File: config.mk
export PLATFORM = sky130hd
export DESIGN_NAME = playback_scheduler
export DESIGN_NICKNAME = d
export VERILOG_FILES = /design/src/rtl/playback_scheduler.sv
export SDC_FILE = /design/constraint.sdc
export NUM_CORES = 1
export LEC_CHECK = 0
export CAP_MARGIN = 40
export CORE_UTILIZATION = 50
export DETAILED_ROUTE_END_ITERATION = 10
export GPL_TIMING_DRIVEN = 1
export HOLD_SLACK_MARGIN = 0.1
export PLACE_DENSITY = 0.75
export SETUP_SLACK_MARGIN = 0.3
export SKIP_LAST_GASP = 1
export SLEW_MARGIN = 25
export SYNTH_ARGS = -nofsm -noshare
export SYNTH_HDL_FRONTEND = slang
export SYNTH_SLANG_ARGS = --single-unit
File: constraint.sdc
create_clock -name clk -period 2.8 [get_ports clk]
set_clock_uncertainty 0.15 [all_clocks]
set_input_delay 0.84 -clock clk [delete_from_list [all_inputs] [get_ports clk]]
set_output_delay 0.84 -clock clk [all_outputs]
set_load 0.02 [all_outputs]
File: src/rtl/playback_scheduler.sv
// playback_scheduler: walks one song of the note ROM, times each note in ticks and drives the tone generator.
// Optional macro TEMPO_CTRL_EN adds a tempo[1:0] input; the tick period becomes TICK_DIV >> tempo.
//
// state  | meaning
// IDLE   | waiting for an accepted play
// FETCH  | rom_addr presented, registered ROM read in flight
// LOAD   | rom_data captured; dur == 0 is the end marker
// PLAY   | note sounding for dur ticks
// GAP    | silence between notes for GAP_TICKS ticks
// PAUSED | prescaler/tick counter frozen, outputs silent
module playback_scheduler #(
    parameter int NUM_SONGS = 2,
    parameter int IDX_W     = 6,
    parameter int TICK_DIV  = 100000,
    parameter int GAP_TICKS = 20,
    parameter int DUR_W     = 8
) (
    input  logic                 clk,
    input  logic                 reset,
    input  logic                 play,
    input  logic                 pause,
    input  logic                 stop,
    input  logic                 loop_en,
    input  logic [3:0]           song_sel,
`ifdef TEMPO_CTRL_EN
    input  logic [1:0]           tempo,
`endif
    output logic [4+IDX_W-1:0]   rom_addr,
    input  logic [4+DUR_W-1:0]   rom_data,
    output logic [3:0]           note_out,
    output logic                 note_valid,
    output logic                 busy,
    output logic                 song_done,
    output logic [3:0]           current_song
);

    localparam int PRESC_W = $clog2(TICK_DIV + 1);
    localparam int GAP_W   = $clog2(GAP_TICKS + 1);
    localparam int CNT_W   = (DUR_W > GAP_W) ? DUR_W : GAP_W;
    localparam logic [PRESC_W-1:0] PRESC_LAST = PRESC_W'(TICK_DIV - 1);
    localparam logic [CNT_W-1:0]   GAP_LOAD   = CNT_W'(GAP_TICKS);
    localparam logic [4:0]         SONG_LIMIT = 5'(NUM_SONGS);

    typedef enum logic [2:0] {IDLE, FETCH, LOAD, PLAY, GAP, PAUSED} state_t;

    state_t             state_q, state_d;
    logic               resume_gap_q, resume_gap_d;
    logic [IDX_W-1:0]   idx_q, idx_d;
    logic [3:0]         song_q, song_d;
    logic [3:0]         note_q, note_d;
    logic [PRESC_W-1:0] presc_q, presc_d;
    logic [CNT_W-1:0]   cnt_q, cnt_d;
    logic               done_q, done_d;
    logic [PRESC_W-1:0] presc_last;
    logic               presc_restart;
    logic               tick;
    logic               last_tick;
    logic               end_hit;
    logic               song_ok;

    assign tick      = (presc_q == presc_last);
    assign last_tick = tick && (cnt_q == CNT_W'(1));
    assign song_ok   = ({1'b0, song_sel} < SONG_LIMIT);

`ifdef TEMPO_CTRL_EN
    logic [PRESC_W-1:0] last_q, last_d, period;

    // Tempo is only sampled when the prescaler restarts, so a tick in progress is never cut short.
    always_comb begin
        period = PRESC_W'(TICK_DIV >> tempo);
        last_d = last_q;
        if (presc_restart) begin
            last_d = (period == '0) ? '0 : period - PRESC_W'(1);
        end
    end

    always_ff @(posedge clk) begin
        if (reset) begin
            last_q <= PRESC_LAST;
        end else begin
            last_q <= last_d;
        end
    end

    assign presc_last = last_q;
`else
    assign presc_last = PRESC_LAST;
`endif

    always_comb begin
        state_d       = state_q;
        resume_gap_d  = resume_gap_q;
        idx_d         = idx_q;
        song_d        = song_q;
        note_d        = note_q;
        presc_d       = presc_q;
        cnt_d         = cnt_q;
        done_d        = 1'b0;
        presc_restart = 1'b0;
        end_hit       = 1'b0;

        case (state_q)
            IDLE: begin
                if (play && !pause && !stop && song_ok) begin
                    song_d  = song_sel;
                    idx_d   = '0;
                    state_d = FETCH;
                end
            end
            FETCH: begin
                state_d = stop ? IDLE : LOAD;
            end
            LOAD: begin
                if (stop) begin
                    state_d = IDLE;
                end else begin
                    note_d = rom_data[DUR_W +: 4];
                    if (rom_data[DUR_W-1:0] == '0) begin
                        end_hit = 1'b1;
                    end else begin
                        cnt_d         = CNT_W'(rom_data[DUR_W-1:0]);
                        presc_d       = '0;
                        presc_restart = 1'b1;
                        state_d       = PLAY;
                    end
                end
            end
            PLAY, GAP: begin
                if (stop) begin
                    state_d = IDLE;
                end else if (pause || !last_tick) begin
                    // The pause cycle still counts as elapsed time, except on the terminal tick,
                    // which is held so the note/gap is never lost across the pause.
                    if (!last_tick) begin
                        if (tick) begin
                            presc_d       = '0;
                            cnt_d         = cnt_q - CNT_W'(1);
                            presc_restart = 1'b1;
                        end else begin
                            presc_d = presc_q + PRESC_W'(1);
                        end
                    end
                    if (pause) begin
                        resume_gap_d = (state_q == GAP);
                        state_d      = PAUSED;
                    end
                end else if (state_q == GAP) begin
                    state_d = FETCH;
                end else if (idx_q == '1) begin
                    end_hit = 1'b1;
                end else begin
                    idx_d = idx_q + IDX_W'(1);
                    if (GAP_TICKS > 0) begin
                        cnt_d         = GAP_LOAD;
                        presc_d       = '0;
                        presc_restart = 1'b1;
                        state_d       = GAP;
                    end else begin
                        state_d = FETCH;
                    end
                end
            end
            PAUSED: begin
                if (stop) begin
                    state_d = IDLE;
                end else if (play && !pause) begin
                    state_d = resume_gap_q ? GAP : PLAY;
                end
            end
            default: state_d = IDLE;
        endcase

        if (end_hit) begin
            if (loop_en) begin
                idx_d   = '0;
                state_d = FETCH;
            end else begin
                done_d  = 1'b1;
                state_d = IDLE;
            end
        end
    end

    always_ff @(posedge clk) begin
        if (reset) begin
            state_q      <= IDLE;
            resume_gap_q <= 1'b0;
            idx_q        <= '0;
            song_q       <= '0;
            note_q       <= '0;
            presc_q      <= '0;
            cnt_q        <= '0;
            done_q       <= 1'b0;
        end else begin
            state_q      <= state_d;
            resume_gap_q <= resume_gap_d;
            idx_q        <= idx_d;
            song_q       <= song_d;
            note_q       <= note_d;
            presc_q      <= presc_d;
            cnt_q        <= cnt_d;
            done_q       <= done_d;
        end
    end

    assign rom_addr     = {song_q, idx_q};
    assign note_out     = (state_q == PLAY) ? note_q : 4'd0;
    assign note_valid   = (state_q == PLAY) && (note_q != 4'd0);
    assign busy         = (state_q != IDLE);
    assign song_done    = done_q;
    assign current_song = song_q;

endmodule

==> Implementation_results.wiki <==
{| class="wikitable"
! Metric !! Value
|-
| Switching part of the total || 23.6%
|-
| Starting density of the core || 52.3%
|-
| CP Buf/Inv Count || 0
|-
| Final core area utilization || 70.3%
|-
| Net count after synthesis || 358
|-
| Via count of the first global-routing pass || 2703
|-
| Run status || finished, final reports clean
|-
| Final-report setup violation count || 0
|-
| Worst-case register-to-register setup slack || 0.34 ns
|-
| Hold_buf cts || 0
|-
| Mean cell area of the mapped netlist || 8.15 um^2
|-
| WL final || 7800 um
|-
| Ports || 43
|-
| Worst slew margin || 66.4%
|-
| Number of different library cells in the post-synthesis netlist || 66
|-
| Wire length of the first global-routing pass || 12300 um
|-
| Tightest Hold Check Type || reg -> reg
|-
| Min Clock Period, post-route || 2.46 ns
|-
| Cell Area, Synth || 2710 um^2
|-
| Int Pwr || 0.000842 W
|-
| Final cycle utilization of the critical path || 88.0%
|-
| Clock insertion delay at the later pin of the skew report || 0.30 ns
|-
| Power per cell area || 303 nW/um^2
|-
| Pin count of the biggest net entering global routing || 21
|-
| TritonCTS Buffers || 5
|-
| Yosys warnings || 0
|-
| Logic depth of the worst register-to-register path || 7
|-
| Vias after detailed routing || 2960
|-
| CP endpoint kind || flip-flop
|-
| FFs w/ async S/R, synth || 0%
|-
| Area enclosed by the die boundary || 5710 um^2
|-
| Routability congestion estimate from global placement || 0.901
|-
| Max VDD drop || 0.000221 V
|-
| Ant. Diodes || 0
|-
| Clock root buffer || sky130_fd_sc_hd__clkbuf_8
|-
| Count of cells along the worst hold path || 2
|-
| Fraction of the yosys area taken by sequential cells || 32.5%
|-
| Gate Count Post-Synth || 332
|-
| Growth of design area from synthesis to finish || 34.4%
|-
| Post-layout power || 0.00110 W
|-
| Category of the critical setup timing path || reg -> reg
|-
| Number of buffer cells added on primary ports || 42
|-
| CTS tree || yes
|-
| Portion of total power attributed to the clock network || 35.2%
|-
| Power share of the combinational group || 8.0%
|-
| Detailed-route wire length per cell || 16.3 um
|-
| Vias per cell || 6.18
|-
| Max Root-Sink Buffers || 2
|-
| HPWL reported at the end of detailed placement || 5250 um
|-
| Worst EP arrival || 2.54 ns
|-
| Num Clock Sinks || 44
|-
| Slowest Stage Delay on Critical Path || 0.53 ns
|-
| Highest-delay cell along the critical path || sky130_fd_sc_hd__or4_1
|-
| Antenna violations before repair || 0
|-
| Final global-route overflow total || 0
|-
| DRC violation total after the first TritonRoute iteration || 169
|-
| Std cell rows || 26
|-
| Data required time of the worst path || 2.88 ns
|-
| GRT Resource Usage Total || 28.2%
|-
| Die height || 75.6 um
|-
| Reported max-cap violation count || 0
|-
| Net switching power of the design || 0.000260 W
|-
| Number of hold violations in the final report || 0
|-
| Share of power burned in registers || 56.8%
|-
| Post-layout net count || 435
|-
| Type of origin of the critical path || flip-flop
|-
| Setup TNS || 0 ns
|-
| Crit-path cells || ha_1 -> and4_2 -> nand4_2 -> nor2_2 -> a211o_4 -> or4_1 -> a21oi_1
|-
| Pre-Repair DR Iteration Count || 6
|-
| Total leakage power || 1.44 nW
|-
| Fraction of layout cells with a size suffix above 1 || 23.5%
|-
| Register bit count reported by yosys || 44
|-
| Count of H-tree levels built during CTS || 2
|-
| Max Fclk || 406 MHz
|-
| Transition time at the pin with the least slew margin || 0.499 ns
|-
| Family of cells with the greatest summed delay on the critical path || simple AND/OR/NAND/NOR gates
|-
| Unrepaired setup endpoints after global routing || yes
|-
| Clock transition at path regs || 0.08 ns
|-
| Residual antenna-violating net count after detailed routing || 0
|-
| Tightest hold margin || 0.342 ns
|-
| Die W || 75.6 um
|-
| Final count of pins violating max slew || 0
|-
| Area of the core region || 5170 um^2
|-
| Top flip-flop cell by instance count after synthesis || sky130_fd_sc_hd__dfxtp_1
|-
| Number of enable-type register cells in the synthesized netlist || 0
|-
| Residual DRC count || 0
|-
| Number of cells on the critical path || 7
|-
| Largest fanout on the critical path || 8
|}
cells in the mapped netlist (9+ instances only):
cell                       n  area share, %
sky130_fd_sc_hd__nor3_1   10            1.8
sky130_fd_sc_hd__or3_1    10            2.3
sky130_fd_sc_hd__o21ai_0  11            2.0
sky130_fd_sc_hd__or4_1     9            2.5
sky130_fd_sc_hd__a21oi_1  27            5.0
sky130_fd_sc_hd__nand2_1  20            2.8
sky130_fd_sc_hd__nor2_1   33            4.6
sky130_fd_sc_hd__and3_1   14            3.2
sky130_fd_sc_hd__nand3_1  22            4.1
sky130_fd_sc_hd__dfxtp_1  44             33
sky130_fd_sc_hd__inv_1     9            1.2
sky130_fd_sc_hd__o31ai_1   9            2.5
cell type report:
cell class,count,area (um^2)
Multi-Input combinational cell,263,1790
Fill cell,416,1530
Sequential cell,44,885
Timing Repair Buffer,86,763
Tap cell,70,87.6
Clock buffer,6,72.6
Inverter,9,33.8
Clock inverter,1,5.00
through the flow:
stage,area [um^2],setup WS [ns],cells
global route,3640,0.259,479
finish,3640,0.337,479
global placement,3460,-0.217,466
detailed placement,3460,-0.301,466
CTS,3600,0.306,477
floorplan,2720,0.227,332
sequential cells by signal (all words and copies together), names as in the netlist:
| signal | count |
|---|---|
| song_done | 1 |
| presc_q | 17 |
| current_song | 4 |
| idx_q | 6 |
| resume_gap_q | 1 |
| note_q | 4 |
| cnt_q | 8 |
| state_q | 3 |
worst min-delay path: cells and delay by family, from the launching register on:
family,cells,cell delay [ns]
AO/OA/AOI/OAI,2,0.12
flip-flops,1,0.33
final timing paths:
path                    start           to
hold / removal    presc_q[16]  presc_q[16]
setup reg to reg   presc_q[0]  presc_q[15]
hold reg to reg   presc_q[16]  presc_q[16]
setup / recovery   presc_q[0]  presc_q[15]
power by group through the flow:
stage          clock, W  combinational, W  sequential (W)
2_1_floorplan         0         0.0000256        0.000641
3_3_place_gp          0         0.0000874        0.000641
3_5_place_dp          0         0.0000882        0.000641
4_1_cts        0.000388         0.0000860        0.000626
5_1_grt        0.000411         0.0000937        0.000626
6_report       0.000388         0.0000876        0.000626
cell families after synthesis:
kind of cell / count (synthesis) / share of synthesized area [%]
flip-flops: 44 / 32.5
AND/OR/NAND/NOR: 153 / 33.5
AO/OA/AOI/OAI: 96 / 24.1
XOR/XNOR: 1 / 0.324
adder cells (fa/ha/maj): 4 / 1.85
buffers and inverters: 27 / 5.04
multiplexers: 7 / 2.59
cell usage in the layout, fill, tap and decap left out, types with 4 or more instances in the layout:
cell                              instances
sky130_fd_sc_hd__dfxtp_1                 41
sky130_fd_sc_hd__buf_4                   38
sky130_fd_sc_hd__nor2_1                  32
sky130_fd_sc_hd__a21oi_1                 25
sky130_fd_sc_hd__clkdlybuf4s50_1         23
sky130_fd_sc_hd__nand3_1                 22
sky130_fd_sc_hd__nand2_1                 19
sky130_fd_sc_hd__and3_1                  13
sky130_fd_sc_hd__o21ai_0                 11
sky130_fd_sc_hd__inv_1                    9
sky130_fd_sc_hd__or3_1                    9
sky130_fd_sc_hd__nor3_1                   9
sky130_fd_sc_hd__o31ai_1                  9
sky130_fd_sc_hd__o21ai_1                  7
sky130_fd_sc_hd__a31oi_1                  7
sky130_fd_sc_hd__dlygate4sd2_1            7
sky130_fd_sc_hd__mux2i_1                  6
sky130_fd_sc_hd__or4_1                    6
sky130_fd_sc_hd__clkbuf_2                 6
sky130_fd_sc_hd__clkbuf_8                 5
sky130_fd_sc_hd__nor4_1                   4
sky130_fd_sc_hd__o21a_1                   4
layer usage:
layer | part of all wire, % | vias up | global-route usage (%)
li1 | - | 1422 | -
met1 | 43 | 1388 | 35.3
met2 | 48 | 134 | 47.5
met3 | 6.8 | 16 | 6.22
met4 | 1.6 | 0 | 10.3
met5 | 0 | - | 0
what timing repair did:
action | CTS | global route
cloned | 2 | 0
pin swaps | 14 | 12
setup buffers | 2 | 1
endpoints found under the setup margin | 41 | 35
resized for setup | 33 | 29
(Power assumes the default switching activity.)
